==> config.mk <==
export PLATFORM = sky130hd
export DESIGN_NAME = issue_scoreboard_flat
export DESIGN_NICKNAME = d
export VERILOG_FILES = /design/src/rtl/issue_scoreboard_if.sv /design/src/rtl/issue_scoreboard.sv /design/src/flat_wrapper.sv
export SDC_FILE = /design/constraint.sdc
export NUM_CORES = 1
export LEC_CHECK = 0
export ABC_AREA = 1
export BUFFER_PORTS_ARGS = -buffer_cell sky130_fd_sc_hd__clkbuf_2
export CELL_PAD_IN_SITES_DETAIL_PLACEMENT = 1
export CELL_PAD_IN_SITES_GLOBAL_PLACEMENT = 1
export CORE_UTILIZATION = 39
export CTS_CLUSTER_SIZE = 12
export DETAILED_ROUTE_END_ITERATION = 6
export PLACE_DENSITY = 0.87
export SYNTH_ARGS = -nofsm -noshare
export SYNTH_HDL_FRONTEND = slang
export SYNTH_SLANG_ARGS = --single-unit
==> constraint.sdc <==
create_clock -name clk -period 3.3 [get_ports clk]
set_input_delay 0.33 -clock clk [delete_from_list [all_inputs] [get_ports clk]]
set_output_delay 0.33 -clock clk [all_outputs]
set_load 0.01 [all_outputs]
==> src/rtl/issue_scoreboard_if.sv <==
// Decode/execute/writeback bus of the issue scoreboard.
// The slave side is the scoreboard itself; master is the surrounding pipeline.
interface issue_scoreboard_if #(
  parameter int REG_W = 5
);
  logic             dec_valid_i;
  logic             dec_ready_o;
  logic [31:0]      dec_instr_i;
  logic [31:0]      dec_imm_i;
  logic [REG_W-1:0] dec_rs1_i;
  logic [REG_W-1:0] dec_rs2_i;
  logic [REG_W-1:0] dec_rd_i;
  logic [5:0]       dec_type_i;
  logic             ex_valid_o;
  logic             ex_ready_i;
  logic [31:0]      ex_instr_o;
  logic [31:0]      ex_imm_o;
  logic [REG_W-1:0] ex_rd_o;
  logic             ex_wr_rd_o;
  logic             wb_valid_i;
  logic [REG_W-1:0] wb_rd_i;
  logic             flush_i;

  modport slave (
    input  dec_valid_i, dec_instr_i, dec_imm_i, dec_rs1_i, dec_rs2_i, dec_rd_i, dec_type_i,
    input  ex_ready_i, wb_valid_i, wb_rd_i, flush_i,
    output dec_ready_o, ex_valid_o, ex_instr_o, ex_imm_o, ex_rd_o, ex_wr_rd_o
  );

  modport master (
    output dec_valid_i, dec_instr_i, dec_imm_i, dec_rs1_i, dec_rs2_i, dec_rd_i, dec_type_i,
    output ex_ready_i, wb_valid_i, wb_rd_i, flush_i,
    input  dec_ready_o, ex_valid_o, ex_instr_o, ex_imm_o, ex_rd_o, ex_wr_rd_o
  );
endinterface

==> src/rtl/issue_scoreboard.sv <==
// Single-entry issue stage with a per-register pending-writeback scoreboard.
// Optional macro ISSUE_SB_WB_BYPASS_EN lets a same-cycle writeback unblock issue.
module issue_scoreboard #(
  parameter int NUM_REGS = 32,
  parameter int REG_W    = 5,
  parameter int CNT_W    = 32
) (
  input  logic             clk,
  input  logic             resetn,
  issue_scoreboard_if.slave bus,
  output logic [1:0]       state_o,
  output logic [CNT_W-1:0] stall_cnt_o
);

  typedef enum logic [1:0] {
    ST_EMPTY = 2'd0,
    ST_READY = 2'd1,
    ST_STALL = 2'd2
  } state_t;

  typedef struct packed {
    logic [31:0]      instr;
    logic [31:0]      imm;
    logic [REG_W-1:0] rs1;
    logic [REG_W-1:0] rs2;
    logic [REG_W-1:0] rd;
    logic             use1;
    logic             use2;
    logic             wr;
  } entry_t;

  localparam logic [CNT_W-1:0] CNT_ONE = {{(CNT_W-1){1'b0}}, 1'b1};

  entry_t              entry_q, entry_d, dec_entry;
  logic                hold_q, hold_d;
  logic [NUM_REGS-1:0] pending_q, pending_d, pend_hz, wbclr, setv;
  state_t              state_q, state_d;
  logic [CNT_W-1:0]    cnt_q, cnt_d;
  logic                hazard, ex_valid, fire, dec_ready, accept;

  function automatic logic hazard_f(entry_t e, logic [NUM_REGS-1:0] p);
    return (e.use1 && p[e.rs1]) || (e.use2 && p[e.rs2]) || (e.wr && p[e.rd]);
  endfunction

  // Type flags are {j,u,b,s,i,r}; source/dest usage is resolved once at capture.
  always_comb begin
    dec_entry       = '0;
    dec_entry.instr = bus.dec_instr_i;
    dec_entry.imm   = bus.dec_imm_i;
    dec_entry.rs1   = bus.dec_rs1_i;
    dec_entry.rs2   = bus.dec_rs2_i;
    dec_entry.rd    = bus.dec_rd_i;
    dec_entry.use1  = |bus.dec_type_i[3:0];
    dec_entry.use2  = bus.dec_type_i[0] | bus.dec_type_i[2] | bus.dec_type_i[3];
    dec_entry.wr    = (bus.dec_type_i[0] | bus.dec_type_i[1] | bus.dec_type_i[4] |
                       bus.dec_type_i[5]) && (bus.dec_rd_i != '0);
  end

  always_comb begin
    wbclr = '0;
    if (bus.wb_valid_i && bus.wb_rd_i != '0) wbclr[bus.wb_rd_i] = 1'b1;
  end

`ifdef ISSUE_SB_WB_BYPASS_EN
  assign pend_hz = pending_q & ~wbclr;
`else
  assign pend_hz = pending_q;
`endif

  always_comb begin
    hazard    = hazard_f(entry_q, pend_hz);
    ex_valid  = hold_q && !hazard && !bus.flush_i;
    fire      = ex_valid && bus.ex_ready_i;
    dec_ready = (!hold_q || fire) && !bus.flush_i;
    accept    = bus.dec_valid_i && dec_ready;
    setv      = '0;
    if (fire && entry_q.wr) setv[entry_q.rd] = 1'b1;
    entry_d   = accept ? dec_entry : entry_q;
    if (bus.flush_i) begin
      hold_d    = 1'b0;
      pending_d = '0;
    end else begin
      hold_d    = accept ? 1'b1 : (fire ? 1'b0 : hold_q);
      // Set is OR-ed after the clear so a same-index set wins.
      pending_d = (pending_q & ~wbclr) | setv;
    end
    pending_d[0] = 1'b0;
  end

  // State tracks the entry that will be held next cycle against next-cycle pending.
  always_comb begin
    state_d = ST_EMPTY;
    if (hold_d) state_d = hazard_f(entry_d, pending_d) ? ST_STALL : ST_READY;
    cnt_d = cnt_q;
    if (state_q == ST_STALL && cnt_q != '1) cnt_d = cnt_q + CNT_ONE;
  end

  always_ff @(posedge clk or negedge resetn) begin
    if (!resetn) begin
      entry_q   <= '0;
      hold_q    <= 1'b0;
      pending_q <= '0;
      state_q   <= ST_EMPTY;
      cnt_q     <= '0;
    end else begin
      entry_q   <= entry_d;
      hold_q    <= hold_d;
      pending_q <= pending_d;
      state_q   <= state_d;
      cnt_q     <= cnt_d;
    end
  end

  assign bus.dec_ready_o = dec_ready;
  assign bus.ex_valid_o  = ex_valid;
  assign bus.ex_instr_o  = entry_q.instr;
  assign bus.ex_imm_o    = entry_q.imm;
  assign bus.ex_rd_o     = entry_q.rd;
  assign bus.ex_wr_rd_o  = entry_q.wr;
  assign state_o         = state_q;
  assign stall_cnt_o     = cnt_q;

endmodule

==> src/flat_wrapper.sv <==
// flat-port wrapper written by rule: the top's interface ports become plain ports
module issue_scoreboard_flat 
#(
  parameter int NUM_REGS = 32,
  parameter int REG_W    = 5,
  parameter int CNT_W    = 32
)
  (clk, resetn, state_o, stall_cnt_o, bus_dec_valid_i, bus_dec_instr_i, bus_dec_imm_i, bus_dec_rs1_i, bus_dec_rs2_i, bus_dec_rd_i, bus_dec_type_i, bus_ex_ready_i, bus_wb_valid_i, bus_wb_rd_i, bus_flush_i, bus_dec_ready_o, bus_ex_valid_o, bus_ex_instr_o, bus_ex_imm_o, bus_ex_rd_o, bus_ex_wr_rd_o);
  issue_scoreboard_if #(.REG_W(REG_W)) bus_i ();
  input  logic clk;
  input  logic resetn;
  output logic [1:0] state_o;
  output logic [CNT_W-1:0] stall_cnt_o;
  input wire logic [$bits(bus_i.dec_valid_i)-1:0] bus_dec_valid_i;
  input wire logic [$bits(bus_i.dec_instr_i)-1:0] bus_dec_instr_i;
  input wire logic [$bits(bus_i.dec_imm_i)-1:0] bus_dec_imm_i;
  input wire logic [$bits(bus_i.dec_rs1_i)-1:0] bus_dec_rs1_i;
  input wire logic [$bits(bus_i.dec_rs2_i)-1:0] bus_dec_rs2_i;
  input wire logic [$bits(bus_i.dec_rd_i)-1:0] bus_dec_rd_i;
  input wire logic [$bits(bus_i.dec_type_i)-1:0] bus_dec_type_i;
  input wire logic [$bits(bus_i.ex_ready_i)-1:0] bus_ex_ready_i;
  input wire logic [$bits(bus_i.wb_valid_i)-1:0] bus_wb_valid_i;
  input wire logic [$bits(bus_i.wb_rd_i)-1:0] bus_wb_rd_i;
  input wire logic [$bits(bus_i.flush_i)-1:0] bus_flush_i;
  output wire logic [$bits(bus_i.dec_ready_o)-1:0] bus_dec_ready_o;
  output wire logic [$bits(bus_i.ex_valid_o)-1:0] bus_ex_valid_o;
  output wire logic [$bits(bus_i.ex_instr_o)-1:0] bus_ex_instr_o;
  output wire logic [$bits(bus_i.ex_imm_o)-1:0] bus_ex_imm_o;
  output wire logic [$bits(bus_i.ex_rd_o)-1:0] bus_ex_rd_o;
  output wire logic [$bits(bus_i.ex_wr_rd_o)-1:0] bus_ex_wr_rd_o;
  assign bus_i.dec_valid_i = bus_dec_valid_i;
  assign bus_i.dec_instr_i = bus_dec_instr_i;
  assign bus_i.dec_imm_i = bus_dec_imm_i;
  assign bus_i.dec_rs1_i = bus_dec_rs1_i;
  assign bus_i.dec_rs2_i = bus_dec_rs2_i;
  assign bus_i.dec_rd_i = bus_dec_rd_i;
  assign bus_i.dec_type_i = bus_dec_type_i;
  assign bus_i.ex_ready_i = bus_ex_ready_i;
  assign bus_i.wb_valid_i = bus_wb_valid_i;
  assign bus_i.wb_rd_i = bus_wb_rd_i;
  assign bus_i.flush_i = bus_flush_i;
  assign bus_dec_ready_o = bus_i.dec_ready_o;
  assign bus_ex_valid_o = bus_i.ex_valid_o;
  assign bus_ex_instr_o = bus_i.ex_instr_o;
  assign bus_ex_imm_o = bus_i.ex_imm_o;
  assign bus_ex_rd_o = bus_i.ex_rd_o;
  assign bus_ex_wr_rd_o = bus_i.ex_wr_rd_o;
  issue_scoreboard #(.NUM_REGS(NUM_REGS), .REG_W(REG_W), .CNT_W(CNT_W)) u_core (.clk(clk), .resetn(resetn), .bus(bus_i), .state_o(state_o), .stall_cnt_o(stall_cnt_o));
endmodule
==> Yosys cells after proc, flatten, opt, wreduce, memory -nomap -nowiden <==
Index checks and enable logic that the tools add are counted.
{ "totals": {"inputBits": 96, "out_inout_bits": 106, "regBits": 148, "elab_cells": 85} }
{ "op_classes": {"muxes": 25, "n_bitwise": 8, "eq_ne": 2, "addsub": 1, "order_cmp": 9, "reduce_logical": 28} }
{ "ops": {"columns": ["op", "count"], "rows": [
  ["32-bit two-way mux", 3],
  ["5-bit by 6-bit < comparator with 1-bit output (second input constant)", 7],
  ["32-bit by 1-bit adder with 32-bit output (second input constant)", 1],
  ["32-bit bitwise AND", 1],
  ["32-bit inequality test (second input constant)", 1],
  ["32-bit inverter", 1],
  ["32-bit OR", 1],
  ["1-bit binary-select mux with 5-bit select", 6],
  ["18-bit two-way mux", 1],
  ["1-bit logical AND", 17],
  ["1-bit two-way mux", 11],
  ["1-bit demux with 5-bit select", 2],
  ["5-bit by 1-bit >= comparator with 1-bit output (second input constant)", 2],
  ["5-bit nonzero test", 2],
  ["1-bit logical OR", 5],
  ["1-bit OR", 5],
  ["2-bit two-way mux", 2],
  ["4-bit OR reduction", 1],
  ["1-bit logical NOT", 3],
  ["2-bit equality test (second input constant)", 1]
]} }

==> Longest topological paths before layout <==
Gate-level depths: netlist of run 1.
{ "depth": {"ltp_word": 20, "ltp_mapped": 28} }

==> Least setup slack after synthesis of run 1 <==
Ideal clock, no wire load.
{ "synth_timing": {"path_kind": "flip-flop to flip-flop", "from": "register u_core.cnt_q[0] (netlist: u_core.stall_cnt_o[0])", "to": "register u_core.cnt_q[31] (netlist: u_core.stall_cnt_o[31])", "path_stages_with_launch": 16, "setup_slack_ns": 0.591, "period_less_slack_ns": 2.709, "setup_time_ns": 0.079, "n_path_buf": 0, "arrival_time_ns": 2.629, "cell_sequence": "dfrtp_1 > ha_1 > inv_1 > nor4_1 > nand4_1 > o211ai_1 > nor2_1 > nand2_1 > inv_1 > nand4_1 > nor4_1 > nand4_1 > nor2_1 > nand3_1 > nor2_1 > xor2_1"} }
{ "synth_between": {"elab_chain_len": 2, "word_cells_on_any_way": 3} }
{ "synth_rtl": {"columns": ["item", "line_no", "text"], "rows": [
  ["from (decl)", "issue_scoreboard.sv:38", "logic [CNT_W-1:0] cnt_q, cnt_d;"],
  ["from (signal assigned)", "issue_scoreboard.sv:110", "cnt_q <= cnt_d;"],
  ["parallel branches: the longest is 2 deep, another holds 32-bit by 1-bit adder with 32-bit output", null, null]
]} }
Several ways; the timed one is not identified.
A chain may end at the register's enable or synchronous reset.

==> Worst setup path in the final report of run 1 <==
{ "layout_timing": {"from": "register u_core.entry_q, in the netlist u_core.bus.ex_rd_o[0]", "to": "register u_core.state_q[1] (netlist: u_core.state_o[1])"} }
{ "layout_between": {"elab_chain_len": 19, "word_cells_on_any_way": 37} }
{ "layout_rtl": {"columns": ["item", "line_no", "text"], "rows": [
  ["from (decl)", "issue_scoreboard.sv:34", "entry_t entry_q, entry_d, dec_entry;"],
  ["from (signal assigned)", "issue_scoreboard.sv:106", "entry_q <= entry_d;"],
  ["1-bit binary-select mux with 5-bit select", "issue_scoreboard.sv:42", "return (e.use1 && p[e.rs1]) || (e.use2 && p[e.rs2]) || (e.wr && p[e.rd]);"],
  ["1-bit two-way mux (implied by the code)", "issue_scoreboard.sv:42", null],
  ["1-bit logical AND", "issue_scoreboard.sv:42", null],
  ["1-bit logical OR", "issue_scoreboard.sv:42", null],
  ["1-bit logical NOT", "issue_scoreboard.sv:72", "ex_valid = hold_q && !hazard && !bus.flush_i;"],
  ["1-bit logical AND (2 in a row)", "issue_scoreboard.sv:72", null],
  ["1-bit logical AND", "issue_scoreboard.sv:73", "fire = ex_valid && bus.ex_ready_i;"],
  ["1-bit logical AND", "issue_scoreboard.sv:77", "if (fire && entry_q.wr) setv[entry_q.rd] = 1'b1;"],
  ["(+3 left out)", null, null],
  ["named net u_core.pending_d[30]", "issue_scoreboard.sv:36", "logic [NUM_REGS-1:0] pending_q, pending_d, pend_hz, wbclr, setv;"],
  ["1-bit binary-select mux with 5-bit select", "issue_scoreboard.sv:42", null],
  ["1-bit two-way mux (implied by the code)", "issue_scoreboard.sv:42", null],
  ["1-bit logical AND", "issue_scoreboard.sv:42", null],
  ["1-bit logical OR", "issue_scoreboard.sv:42", null],
  ["1-bit logical OR (*)", "issue_scoreboard.sv:42", null],
  ["2-bit two-way mux (*) (2 in a row)", "issue_scoreboard.sv:93", "if (hold_d) state_d = hazard_f(entry_d, pending_d) ? ST_STALL : ST_READY;"],
  ["named net u_core.state_d[1]", "issue_scoreboard.sv:37", "state_t state_q, state_d;"],
  ["to (signal assigned)", "issue_scoreboard.sv:109", "state_q <= state_d;"],
  ["to (decl)", "issue_scoreboard.sv:37", null]
]} }
The timed path passes the listed nets; every way through them passes the cells marked *. The select of a mux whose other input is x is not followed.

==> flow_summary.ini, run 1 <==
[logic_synthesis]
async_flop_share_pct = 100.0
syn_area_um2 = 9026
yosys.area_share.xor_xnor_pct = 2.523
synth_fa_ha_area_share_pct = 0.1386
postSynthAreaPerCell_um2 = 6.874
synth_seq_cells = 148
syn-num-nets = 1410
ys.flop_type = dfrtp_1
synth-edff-count = 0
synth_compound_area_share_pct = 5.240
synth_top_family_by_area = simple AND/OR/NAND/NOR gates
seq_area_frac_synth_pct = 41.03
synth_cell_types = 34
synth-simple-area-share_pct = 38.11
yosysWarnings = 0
syn_inst = 1313
synth_mux_area_share_pct = 0.1248

[global_routing]
overflow = 0
grt_pass1_vias = 9825
grt_util_met2_pct = 48.42
antenna_found_initial = 0
busiest_layer = met2
grt_max_degree = 66
grt.met1_usage_pct = 35.75
grt_pass1_wl_um = 53320
met3_usage_pct = 6.877
grt.total_usage_pct = 29.30

[setup_path]
critPathKind = reg2reg
critPathRequiredTime_ns = 3.66
crit_path_start_kind = flip-flop
r2r_start = u_core.bus.ex_rd_o[0]
r2r-end = u_core.state_o[1]
crit_arrival_ns = 3.67
crit_top_cell = nand2_1
cp_max_fo = 20
ff2ff_path_depth = 26
worst_path_max_delay_cell = dfrtp_2
critical_path.max_stage_delay_ns = 0.45
cp-end-kind = flip-flop
path_buf_inv = 4
r2r_slack_ns = -0.007
crit_family = simple AND/OR/NAND/NOR gates

[timing]
setup_tns_ns = -0.007297
drv_slew = 0
hold_viol = 0
setup_viol = 1
tightest_slew_ns = 0.5880
fin_crit_ns = 3.307
finalClockSkew_ns = 0.01895
fin_crit_sh_pct = 100.2
setup_slack_ns = -0.007297
rsz0062_at_grt = true
maxSlewHeadroom_pct = 60.44
fmaxAchievable_ghz = 0.3024

[finish]
synthToLayoutAreaGrowth_pct = 22.12
final_cell_count_no_fill = 1778
fin_nets = 1577
final_cell_area_um2 = 11020
layout_commonest_cell = nand2_1
final_cell_mix = 544 x nand2_1, 200 x clkbuf_2, 165 x nand3_1
drive_gt1_share_pct = 23.51
antenna_cells = 0

[placement]
placed_cell_area_um2 = 10100
routabilityCongestion = 0.9529
io_buffer_count = 201
dp.cells = 1734
hpwlAfterDp_um = 25140

[floorplan]
start_util_pct = 39.87
coreArea_um2 = 22640
io_pins = 202
floorplan.die_area_um2 = 23760
num_rows = 55
die_y_um = 154.1
die_w_um = 154.1

[drt]
num_vias = 9589
drt-pass1-iter-count = 7
ant_nets = 0
via_per_inst = 5.393
wl_per_cell_um = 19.60
drt_wl_total_um = 34850
drtIter0Drc = 678
drc_errors = 0

[hold_path]
whs_path_depth = 3
hp-class = in2reg
worstHoldEndpoint = u_core.bus.ex_instr_o[15]
holdCritStartpoint = bus_dec_instr_i[15]

[cts]
clock-root-buffer = clkbuf_16
clockBufferDepth = 2
cts_tree = done
cts_made_buffers = 17
clkLatencyLatePin_ns = 0.43
cts_num_sinks = 148
clk_pin_slew_ns = 0.08
cts.htree.levels = 4

[power_and_ir_drop]
leakagePower_nw = 5.746
power.share.clock_pct = 35.6
p_switching_w = 0.002075
seqPwrFrac_pct = 38.8
power.share.switching_pct = 37.06
internal-power_w = 0.003524
power_frac_comb_pct = 25.6
power_density_nw_per_um2 = 507.9
vdd_drop_max_uv = 346.8

[outcome]
status = complete, but fails checks
violations = negative setup slack

[flow_run]
maxCapViolations = 0
==> what timing repair did <==
action / CTS / global route
setup endpoints to repair: 2 / 6
gates cloned: 0 / 3
setup buffers: 0 / 8
hold buffers: 1 / 0
pin swaps: 0 / 4
endpoints found under the hold margin: 55 / 0
gates resized for setup: 3 / 45
==> power groups by stage <==
| stage | Clock, W | Combinational (W) | Sequential, W |
|---|---|---|---|
| floorplan | 0 | 0.000994 | 0.00216 |
| global placement | 0 | 0.00133 | 0.00218 |
| detailed placement | 0 | 0.00137 | 0.00219 |
| CTS | 0.00204 | 0.00139 | 0.00216 |
| global route | 0.00210 | 0.00158 | 0.00219 |
| finish | 0.00200 | 0.00143 | 0.00217 |
==> tightest hold or removal path: stages <==
cell and delay (ns):
clkbuf_2 0.07, nand2_1 0.04, nand2_1 0.04
==> routing by layer <==
| metal | up-vias | wire length (um) |
|---|---|---|
| li1 | 4410 | - |
| met2 | 411 | 17060 |
| met3 | 107 | 2421 |
| met1 | 4661 | 13880 |
| met5 | - | 0 |
| met4 | 0 | 1492 |
==> final cells by class <==
class | instances | area [um2]
clock buffers | 17 | 425.4
clock inverters | 15 | 176.4
fillers | 2943 | 11620
inverters | 107 | 406.6
multi-input cells | 940 | 4317
flip-flops and latches | 148 | 3706
well taps | 285 | 356.6
repair buffers | 266 | 1635
==> flip-flops by register name (all words and copies together) (netlist names) <==
signal / cells
u_core.stall_cnt_o: 32
u_core.bus.ex_rd_o: 5
u_core.hold_q: 1
u_core.bus.ex_imm_o: 32
u_core.bus.ex_wr_rd_o: 1
u_core.state_o: 2
u_core.bus.ex_instr_o: 32
u_core.pend_hz: 31
u_core.entry_q: 12
==> cells in the mapped netlist (all sizes together), types with 2 or more instances <==
library cell | count | area [um2]
nand4 | 13 | 81.33
clkbuf | 16 | 60.06
o21ai | 40 | 245.2
nor4 | 5 | 31.28
nor2 | 60 | 227.7
o211ai | 2 | 15.01
xnor2 | 8 | 70.07
a21oi | 35 | 178.9
dfrtp | 148 | 3704
inv | 107 | 401.6
nand2 | 552 | 2077
nor3 | 22 | 110.1
nand3 | 177 | 898.4
buf | 102 | 696.9
xor2 | 18 | 157.7
==> per-stage QoR <==
step	power, W	hold slack (ns)	setup WS [ns]	util [%]
6_report	0.005598	0.08512	-0.007297	48.69
5_1_grt	0.005872	0.08242	-0.2339	48.69
4_1_cts	0.005592	0.07035	0.02154	47.34
3_5_place_dp	0.003565	0.3446	-0.01299	44.60
3_3_place_gp	0.003513	0.3406	0.07382	44.60
2_1_floorplan	0.003150	0.03441	0.5913	-
==> worst max-delay path by stage <==
stage / start / end / depth (start not counted)
floorplan: u_core.stall_cnt_o[0] / u_core.stall_cnt_o[31] / 15
global placement: u_core.bus.ex_rd_o[0] / u_core.state_o[1] / 26
finish: u_core.bus.ex_rd_o[0] / u_core.state_o[1] / 26
detailed placement: u_core.bus.ex_rd_o[3] / u_core.state_o[1] / 23
global route: u_core.bus.ex_rd_o[0] / u_core.state_o[1] / 26
CTS: u_core.stall_cnt_o[0] / u_core.stall_cnt_o[31] / 15
==> logic make-up (layout without fill, tap and decap cells) <==
logic type | Yosys count | after routing
xor gates and xnor gates | 26 | 26
muxes | 1 | 1
buffers and inverters | 225 | 405
AOI/OAI and AO/OA | 81 | 81
adders and majority gates | 1 | 1
DFF | 148 | 148
and+or+nand+nor | 831 | 831
Power figures use the tool's default switching activity.
==> run 2: changes to the inputs <==
--- a/config.mk
+++ b/config.mk
@@ -10,9 +10,11 @@
 export CELL_PAD_IN_SITES_DETAIL_PLACEMENT = 1
 export CELL_PAD_IN_SITES_GLOBAL_PLACEMENT = 1
 export CORE_UTILIZATION = 39
+export CTS_CLUSTER_DIAMETER = 120
 export CTS_CLUSTER_SIZE = 12
 export DETAILED_ROUTE_END_ITERATION = 6
 export PLACE_DENSITY = 0.87
+export RECOVER_POWER = 100
 export SYNTH_ARGS = -nofsm -noshare
 export SYNTH_HDL_FRONTEND = slang
 export SYNTH_SLANG_ARGS = --single-unit
==> flow_summary.ini, run 2 (synthesis results as in run 1) <==
[power_and_ir_drop]
internal-power_w = 0.003480
power.share.switching_pct = 37.31
power.share.clock_pct = 35.9
p_switching_w = 0.002071
seqPwrFrac_pct = 39.0
vdd_drop_max_uv = 345.5
power_frac_comb_pct = 25.0
leakagePower_nw = 5.433
power_density_nw_per_um2 = 510.3

[placement]
placed_cell_area_um2 = 10100
hpwlAfterDp_um = 25140
routabilityCongestion = 0.9529
io_buffer_count = 201

[outcome]
status = complete, but fails checks
violations = negative setup slack

[timing]
fmaxAchievable_ghz = 0.3024
drv_slew = 0
maxSlewHeadroom_pct = 1.612
finalClockSkew_ns = 0.01884
rsz0062_at_grt = true
tightest_slew_ns = 1.476
hold_ws_ns = 0.08606
hold_viol = 0
setup_slack_ns = -0.006617
fin_crit_sh_pct = 100.2
fin_crit_ns = 3.307
setup_viol = 1

[drt]
wl_per_cell_um = 19.59
drc_errors = 0
via_per_inst = 5.391
num_vias = 9586
m1WireLength_um = 13510
drt-pass1-iter-count = 5
drt_wl_total_um = 34820
route.met3.wl_um = 2736
ant_nets = 0
top_layer = met4
drtIter0Drc = 699
wl_met2_um = 17060

[cts]
clock-root-buffer = clkbuf_16
cts_tree = done
clockBufferDepth = 2
clk_pin_slew_ns = 0.08
cts.htree.levels = 4
clkLatencyLatePin_ns = 0.43
cts_num_sinks = 148
cts_made_buffers = 17

[global_routing]
grt_pass1_wl_um = 53320
overflow = 0
antenna_found_initial = 0
grt_pass1_vias = 9825
grt_max_degree = 66
grt.total_usage_pct = 29.30

[setup_path]
crit_top_cell = nand2_1
critPathKind = reg2reg
crit_arrival_ns = 3.67
cp_num_cells = 26
cp-end-kind = flip-flop
crit_path_start_kind = flip-flop
cp_max_fo = 20
crit_family = simple AND/OR/NAND/NOR gates
ff2ff_path_depth = 26
path_buf_inv = 4
critPathRequiredTime_ns = 3.66
critical_path.max_stage_delay_ns = 0.45
worst_path_max_delay_cell = dfrtp_2

[floorplan]
floorplan.die_area_um2 = 23760
num_rows = 55
coreArea_um2 = 22640
start_util_pct = 39.87
io_pins = 202
die_w_um = 154.1
die_y_um = 154.1

[finish]
synthToLayoutAreaGrowth_pct = 20.52
postLayoutCoreUtil_pct = 48.05
final_cell_area_um2 = 10880
drive_gt1_share_pct = 17.15
final_cell_mix = 544 x nand2_1, 165 x nand3_1, 146 x dfrtp_1
fin_nets = 1577
antenna_cells = 0
layout_commonest_cell = nand2_1

[flow_run]
maxCapViolations = 0

[hold_path]
whs_path_depth = 3
hp-class = in2reg
## run 2: cell count changes in the layout (fill, tap and decap cells not counted)
| cell | delta |
|---|---|
| buf_4 | -2 |
| clkbuf_1 | +95 |
| clkbuf_2 | -91 |
| buf_6 | -1 |
| buf_12 | -1 |
## run 2: path summary, 6_finish.rpt
path,startpoint,slack [ns],to
setup / recovery,u_core.bus.ex_rd_o[0],-0.007,u_core.state_o[1]
hold / removal,bus_dec_instr_i[15],0.09,u_core.bus.ex_instr_o[15]
setup reg to reg,u_core.bus.ex_rd_o[0],-0.007,u_core.state_o[1]
hold reg to reg,u_core.bus.ex_instr_o[15],0.48,u_core.bus.ex_instr_o[15]
max in group asynchronous,resetn,0.55,u_core.bus.ex_instr_o[7]
min in group asynchronous,resetn,0.79,u_core.stall_cnt_o[17]
## run 2: area by class of cell
cell class | count | area [um2]
inverters | 107 | 406.6
fillers | 3006 | 11760
flip-flops and latches | 148 | 3706
well taps | 285 | 356.6
multi-input cells | 940 | 4317
clock inverters | 15 | 176.4
repair buffers | 266 | 1490
clock buffers | 17 | 425.4
## run 2: worst min-delay path, stage by stage
cell and delay (ns):
clkbuf_2 0.07, nand2_1 0.04, nand2_1 0.04
## run 2: timing repair
action | in CTS | in global routing
resized for setup | 3 | 45
buffers inserted | 0 | 8
cloned | 0 | 3
hold buffers | 1 | 0
pin swaps | 0 | 4
setup endpoints to repair | 2 | 6
endpoints found under the hold margin | 55 | 0
## run 2: per-stage QoR
| stage | worst slack [ns] | instances | TNS [ns] | total power, W |
|---|---|---|---|---|
| 2_1_floorplan | 0.5913 | 1313 | 0 | 0.003150 |
| 3_3_place_gp | 0.07382 | 1734 | 0 | 0.003513 |
| 3_5_place_dp | -0.01299 | 1734 | -0.01299 | 0.003565 |
| 4_1_cts | 0.02154 | 1767 | 0 | 0.005592 |
| 5_1_grt | -0.2339 | 1778 | -0.6508 | 0.005826 |
| 6_report | -0.006617 | 1778 | -0.006617 | 0.005551 |
## run 2: power by group through the flow
stage | combinational (W) | sequential (W) | clock, W
2_1_floorplan | 0.000994 | 0.00216 | 0
3_3_place_gp | 0.00133 | 0.00218 | 0
3_5_place_dp | 0.00137 | 0.00219 | 0
6_report | 0.00139 | 0.00217 | 0.00199
4_1_cts | 0.00139 | 0.00216 | 0.00204
5_1_grt | 0.00153 | 0.00219 | 0.00210
## run 2: per-layer routing
layer | global-route usage [%] | vias to the layer above
met4 | 14.76 | 0
li1 | - | 4421
met2 | 48.42 | 409
met5 | 0 | -
met3 | 6.877 | 111
met1 | 35.75 | 4645
